## src/rtl/bin_bbox_detect.sv

```systemverilog
// bin_bbox_detect: measures the foreground bounding box (column/row bounds and
// pixel count) of each binary frame and publishes it once at frame end.
// The bit stream is forwarded with a one-clock delay.
// Optional feature macro: BBOX_OVERLAY_EN draws the last found box onto the
// forwarded bit stream.
//
// Handshake: there is no back-pressure. A pixel is accepted on every clock
// where per_frame_href & per_frame_clken are high; bbox_valid is a one-clock
// pulse and the result outputs hold until the next pulse.
module bin_bbox_detect #(
  parameter int IMG_W   = 640,
  parameter int IMG_H   = 480,
  parameter int CNT_W   = 11,
  parameter int PIX_W   = 20,
  parameter int MIN_PIX = 16
) (
  input  logic             clk,
  input  logic             rst,
  input  logic             per_frame_vsync,
  input  logic             per_frame_href,
  input  logic             per_frame_clken,
  input  logic             per_img_Bit,
  output logic             bbox_valid,
  output logic             box_found,
  output logic [CNT_W-1:0] x_min,
  output logic [CNT_W-1:0] x_max,
  output logic [CNT_W-1:0] y_min,
  output logic [CNT_W-1:0] y_max,
  output logic [PIX_W-1:0] pix_cnt,
  output logic             post_frame_vsync,
  output logic             post_frame_href,
  output logic             post_frame_clken,
  output logic             post_img_Bit
);

  localparam logic [CNT_W-1:0] W_LIM   = CNT_W'(IMG_W);
  localparam logic [CNT_W-1:0] H_LIM   = CNT_W'(IMG_H);
  localparam logic [CNT_W-1:0] CNT_MAX = {CNT_W{1'b1}};
  localparam logic [PIX_W-1:0] PIX_MAX = {PIX_W{1'b1}};
  localparam logic [PIX_W-1:0] MIN_L   = PIX_W'(MIN_PIX);

  typedef enum logic [1:0] {IDLE, ACTIVE, REPORT} state_t;

  state_t           state;
  state_t           state_nxt;
  logic             frame_start;
  logic             vsync_d;
  logic             href_d;
  logic             armed;
  logic             clken_d;
  logic             vsync_rise;
  logic             vsync_fall;
  logic             href_fall;
  logic             pix_valid;
  logic             fg;
  logic             found_now;
  logic [CNT_W-1:0] col;
  logic [CNT_W-1:0] row;
  logic [CNT_W-1:0] x_lo;
  logic [CNT_W-1:0] x_hi;
  logic [CNT_W-1:0] y_lo;
  logic [CNT_W-1:0] y_hi;
  logic [PIX_W-1:0] fg_cnt;
  logic             ov_hit;

  // armed blocks a rising edge until vsync has been seen low after reset, so
  // a reset released mid-frame never starts a partial frame.
  assign vsync_rise = per_frame_vsync & ~vsync_d & armed;
  assign vsync_fall = ~per_frame_vsync & vsync_d;
  assign href_fall  = ~per_frame_href & href_d;
  assign pix_valid  = (state == ACTIVE) & per_frame_href & per_frame_clken &
                      (col < W_LIM) & (row < H_LIM);
  assign fg         = pix_valid & per_img_Bit;
  assign found_now  = (fg_cnt >= MIN_L);

  // Registered copies of the sync inputs for edge detection and the delayed stream.
  always_ff @(posedge clk or posedge rst) begin
    if (rst) begin
      vsync_d <= 1'b0;
      href_d  <= 1'b0;
      clken_d <= 1'b0;
      armed   <= 1'b0;
    end else begin
      vsync_d <= per_frame_vsync;
      href_d  <= per_frame_href;
      clken_d <= per_frame_clken;
      if (!per_frame_vsync) armed <= 1'b1;
    end
  end

  assign post_frame_vsync = vsync_d;
  assign post_frame_href  = href_d;
  assign post_frame_clken = clken_d;

  // FSM state register.
  always_ff @(posedge clk or posedge rst) begin
    if (rst) state <= IDLE;
    else     state <= state_nxt;
  end

  // FSM next state; a rise during REPORT starts the next frame directly.
  always_comb begin
    state_nxt   = state;
    frame_start = 1'b0;
    case (state)
      IDLE: begin
        if (vsync_rise) begin
          state_nxt   = ACTIVE;
          frame_start = 1'b1;
        end
      end
      ACTIVE: begin
        if (vsync_fall) state_nxt = REPORT;
      end
      REPORT: begin
        if (vsync_rise) begin
          state_nxt   = ACTIVE;
          frame_start = 1'b1;
        end else begin
          state_nxt = IDLE;
        end
      end
      default: state_nxt = IDLE;
    endcase
  end

  // Column/row counters and bounding-box accumulators for the current frame.
  always_ff @(posedge clk or posedge rst) begin
    if (rst) begin
      col    <= '0;
      row    <= '0;
      x_lo   <= CNT_MAX;
      x_hi   <= '0;
      y_lo   <= CNT_MAX;
      y_hi   <= '0;
      fg_cnt <= '0;
    end else if (frame_start) begin
      col    <= '0;
      row    <= '0;
      x_lo   <= CNT_MAX;
      x_hi   <= '0;
      y_lo   <= CNT_MAX;
      y_hi   <= '0;
      fg_cnt <= '0;
    end else if (state == ACTIVE) begin
      if (per_frame_href && per_frame_clken && col != CNT_MAX) col <= col + 1'b1;
      if (href_fall) begin
        col <= '0;
        if (row != CNT_MAX) row <= row + 1'b1;
      end
      if (fg) begin
        if (col < x_lo) x_lo <= col;
        if (col > x_hi) x_hi <= col;
        if (row < y_lo) y_lo <= row;
        if (row > y_hi) y_hi <= row;
        if (fg_cnt != PIX_MAX) fg_cnt <= fg_cnt + 1'b1;
      end
    end
  end

  // Result latch: published in REPORT; an empty frame reports zero bounds.
  always_ff @(posedge clk or posedge rst) begin
    if (rst) begin
      bbox_valid <= 1'b0;
      box_found  <= 1'b0;
      x_min      <= '0;
      x_max      <= '0;
      y_min      <= '0;
      y_max      <= '0;
      pix_cnt    <= '0;
    end else begin
      bbox_valid <= (state == REPORT);
      if (state == REPORT) begin
        box_found <= found_now;
        pix_cnt   <= fg_cnt;
        if (fg_cnt == '0) begin
          x_min <= '0;
          x_max <= '0;
          y_min <= '0;
          y_max <= '0;
        end else begin
          x_min <= x_lo;
          x_max <= x_hi;
          y_min <= y_lo;
          y_max <= y_hi;
        end
      end
    end
  end

`ifdef BBOX_OVERLAY_EN
  logic             ov_valid;
  logic [CNT_W-1:0] ov_x0;
  logic [CNT_W-1:0] ov_x1;
  logic [CNT_W-1:0] ov_y0;
  logic [CNT_W-1:0] ov_y1;

  // Remember the most recent box that met the found threshold.
  always_ff @(posedge clk or posedge rst) begin
    if (rst) begin
      ov_valid <= 1'b0;
      ov_x0    <= '0;
      ov_x1    <= '0;
      ov_y0    <= '0;
      ov_y1    <= '0;
    end else if (state == REPORT && found_now) begin
      ov_valid <= 1'b1;
      ov_x0    <= x_lo;
      ov_x1    <= x_hi;
      ov_y0    <= y_lo;
      ov_y1    <= y_hi;
    end
  end

  // Border test against the current pixel position.
  always_comb begin
    ov_hit = 1'b0;
    if (ov_valid && state == ACTIVE && per_frame_href && per_frame_clken) begin
      ov_hit = (((col == ov_x0) || (col == ov_x1)) && (row >= ov_y0) && (row <= ov_y1)) ||
               (((row == ov_y0) || (row == ov_y1)) && (col >= ov_x0) && (col <= ov_x1));
    end
  end
`else
  assign ov_hit = 1'b0;
`endif

  // Delayed bit, forced low outside active lines.
  always_ff @(posedge clk or posedge rst) begin
    if (rst) post_img_Bit <= 1'b0;
    else     post_img_Bit <= per_frame_href & (per_img_Bit | ov_hit);
  end

endmodule
```

## config.mk

```make
export PLATFORM = sky130hd
export DESIGN_NAME = bin_bbox_detect
export DESIGN_NICKNAME = d
export VERILOG_FILES = /design/src/rtl/bin_bbox_detect.sv
export SDC_FILE = /design/constraint.sdc
export NUM_CORES = 1
export LEC_CHECK = 0
export CELL_PAD_IN_SITES_DETAIL_PLACEMENT = 1
export CELL_PAD_IN_SITES_GLOBAL_PLACEMENT = 1
export CORE_MARGIN = 2
export CORE_UTILIZATION = 49
export CTS_CLUSTER_DIAMETER = 80
export DETAILED_ROUTE_END_ITERATION = 12
export PLACE_DENSITY = 0.93
export SLEW_MARGIN = 5
export SYNTH_ARGS = -nofsm -noshare
export SYNTH_HDL_FRONTEND = slang
export SYNTH_SLANG_ARGS = --single-unit
```

## constraint.sdc

```tcl
create_clock -name clk -period 6.85 [get_ports clk]
set_input_delay 0.685 -clock clk [delete_from_list [all_inputs] [get_ports clk]]
set_output_delay 0.685 -clock clk [all_outputs]
set_load 0.01 [all_outputs]
```

==> out/results.ini <==
[die]
rows = 46
dieWidth_microns = 130
ios = 76
dieArea_sq_um = 16900
initial_core_util_pct = 49.6
coreArea_sq_um = 15700
die_h_microns = 130

[timing]
timing.final.hold_violations = 0
fmax_ghz = 0.337
fin_crit_ns = 2.97
fin_crit_sh_pct = 43.3
timing.final.ws_setup_ns = 3.88
worst_pin_slew_ns = 1.12
fin_setup_tns_ns = 0
maxSlewViolCount = 0
holdWs_ns = 0.471
rsz0062_at_grt = false
setup_violations = 0
slew-limit-headroom_pct = 24.7
finClkSkew_ns = 0.0101

[drt]
wl_per_cell_microns = 20.9
num_vias = 6203
dr.first_iter.drc_count = 410
drc_errors = 0
route.antenna.remaining_nets = 0
drt_pre_antenna_iters = 4
drt_wl_total_microns = 22200
via_per_inst = 5.84

[logic_synthesis]
synth_top_area_share_pct = 44.0
syn_avg_cell_area_sq_um = 10.1
synth-xor-area-share_pct = 2.47
yosysTopAreaCell = dfrtp_1
ys_ff_latch = 159
yosys_warnings = 0
synthMuxAreaShare_pct = 5.42
netlist_top_cells_area = dfrtp_1 (44%), dfstp_2 (7.4%), ha_1 (7.4%), a22o_1 (4.9%), nand2_1 (4.6%)
synth_compound_area_share_pct = 12.7
synth-main-ff-cell = dfrtp_1
synth_top_family_by_area = simple AND/OR/NAND/NOR gates
yosys.area_share.simple_pct = 16.0
yosysSeqAreaShare_pct = 51.4
synthAdderAreaFrac_pct = 7.38
synth_common_cells = dfrtp_1 (137), nand2_1 (95), nor2_1 (86), inv_1 (58), ha_1 (46)
synth-edff-count = 0
synthMostInstantiatedCell = dfrtp_1
syn_nets = 821
synth_cells = 769
synth_area_sq_um = 7800
synth_cell_types = 53
async_reset_ff_share_pct = 100

[global_route]
grt_max_degree = 98
antenna_found_initial = 0
grt.total_usage_pct = 28.0
grt_pass1_wl_microns = 36300
gr-total-overflow = 0
grt_pass1_vias = 6792

[clock_network]
postCtsHoldBufs = 0
ctsRootBufferMaster = clkbuf_16
cts_tree = built
cts-resized-gates = 0
post_cts_buffers = 0
htreeDepth = 4
cts_sinks = 159
clk_path_buf_depth = 2
worstSkewPairLatency_ns = 0.43
clk_pin_slew_ns = 0.06
cts_buffers = 17

[power_and_ir_drop]
swShare_pct = 29.0
p_total_mw = 2.66
p_clk_share_pct = 32.8
leakage_nw = 4.35
pwr_density_cell_nw_per_um2 = 285
internal_power_mw = 1.88
ir_drop_v = 0.000193
comb_power_share_pct = 21.7
p_sw_uw = 771
p_seq_share_pct = 45.4

[worst_setup_path]
endpoint_kind = flop
crit_fanout = 72
reg2reg_to = x_hi[3]
rrSetupSlack_ns = 4.01
critical_path_class = in2reg
startpoint = per_frame_vsync
endpoint = col[8]
startpoint_type = input pin
rr_startpoint = col[2]
critPathRequiredTime_ns = 7.14
worstPathArrival_ns = 3.26
reg2reg_depth = 6

[final_layout]
fin_nets = 886
reg_top3 = fg_cnt: 20 flops, pix_cnt: 20 flops
drive_gt1_share_pct = 7.56
final.fill_count = 1683
n_antenna_cell = 0
fin_area_sq_um = 9310
area_growth_pct = 19.4

[worst_hold_path]
worstHoldPathType = reg2reg
holdPathStages = 2

[place]
hpwl_microns = 14700
dp_slack_ns = 3.50
place.port_buffers = 75
gp_congestion = 0.834
place_area_sq_um = 8780

[status]
outcome = complete, no violations

[run]
cap_violations = 0

-- power by group through the flow --
stage	logic [mW]	clock network (mW)	registers, mW
after detailed placement	0.568	0	1.22
after CTS	0.581	0.884	1.21
final	0.577	0.872	1.21
after global placement	0.533	0	1.21
after global routing	0.637	0.915	1.22
after floorplan	0.291	0	1.22
-- cells in the final DEF, fill, tap and decap left out, types with 12 or more instances in the layout --
| master | Yosys | routed |
|---|---|---|
| clkdlybuf4s50_1 | 0 | 75 |
| clkbuf_16 | 0 | 17 |
| xor2_1 | 12 | 12 |
| mux2i_1 | 31 | 31 |
| a21oi_1 | 16 | 16 |
| inv_1 | 58 | 57 |
| dfstp_2 | 22 | 22 |
| nor4_1 | 14 | 13 |
| a22o_1 | 44 | 44 |
| nand2_1 | 95 | 95 |
| nand3_1 | 12 | 12 |
| ha_1 | 46 | 46 |
| o21ai_1 | 21 | 21 |
| nor2_1 | 86 | 86 |
| dfrtp_1 | 137 | 137 |
| o211ai_1 | 14 | 14 |
-- metal layers --
layer | track usage [%] | vias to the layer above | routed length (microns)
met5 | 0 | - | 0
met4 | 12.1 | 0 | 666
met3 | 4.51 | 59 | 821
met2 | 49.1 | 171 | 11600
met1 | 34.3 | 3146 | 9100
li1 | - | 2827 | -
-- metrics by stage --
| step | cells | utilization (%) |
|---|---|---|
| global placement | 1031 | 55.9 |
| global route | 1063 | 59.3 |
| detailed placement | 1031 | 55.9 |
| finish | 1063 | 59.3 |
| CTS | 1063 | 59.3 |
| floorplan | 769 | - |
-- worst min path at each step --
stage                from    endpoint
2_1_floorplan       armed       armed
3_3_place_gp   pix_cnt[7]  pix_cnt[7]
3_5_place_dp   pix_cnt[5]  pix_cnt[5]
4_1_cts        pix_cnt[5]  pix_cnt[5]
5_1_grt           x_hi[2]    x_max[2]
6_report       pix_cnt[5]  pix_cnt[5]
-- critical path: stages --
cell and delay, ns:
clkdlybuf4s50_1 0.59, nor4bb_4 0.25, buf_4 0.66, o211ai_1 0.40
nor3_1 0.39, and3_1 0.21, nor3_1 0.04
-- logic make-up (layout without fill, tap and decap cells) --
family	count (synthesis)	in the layout
mux	41	41
xor+xnor	22	22
compound gates	137	137
flops	159	159
buf+inv	95	173
simple gates	269	269
fa+ha+maj	46	46
-- cell type report --
class,instances,area [sq um],share of cell area [%]
Sequential cell,159,4010,43.0
Multi-Input combinational cell,515,3470,37.3
Timing Repair Buffer,82,803,8.63
Clock buffer,25,465,5.00
Tap cell,216,270,2.90
Inverter,59,226,2.43
Clock inverter,7,63.8,0.685
Note: power is estimated with default switching activity, not from simulation.
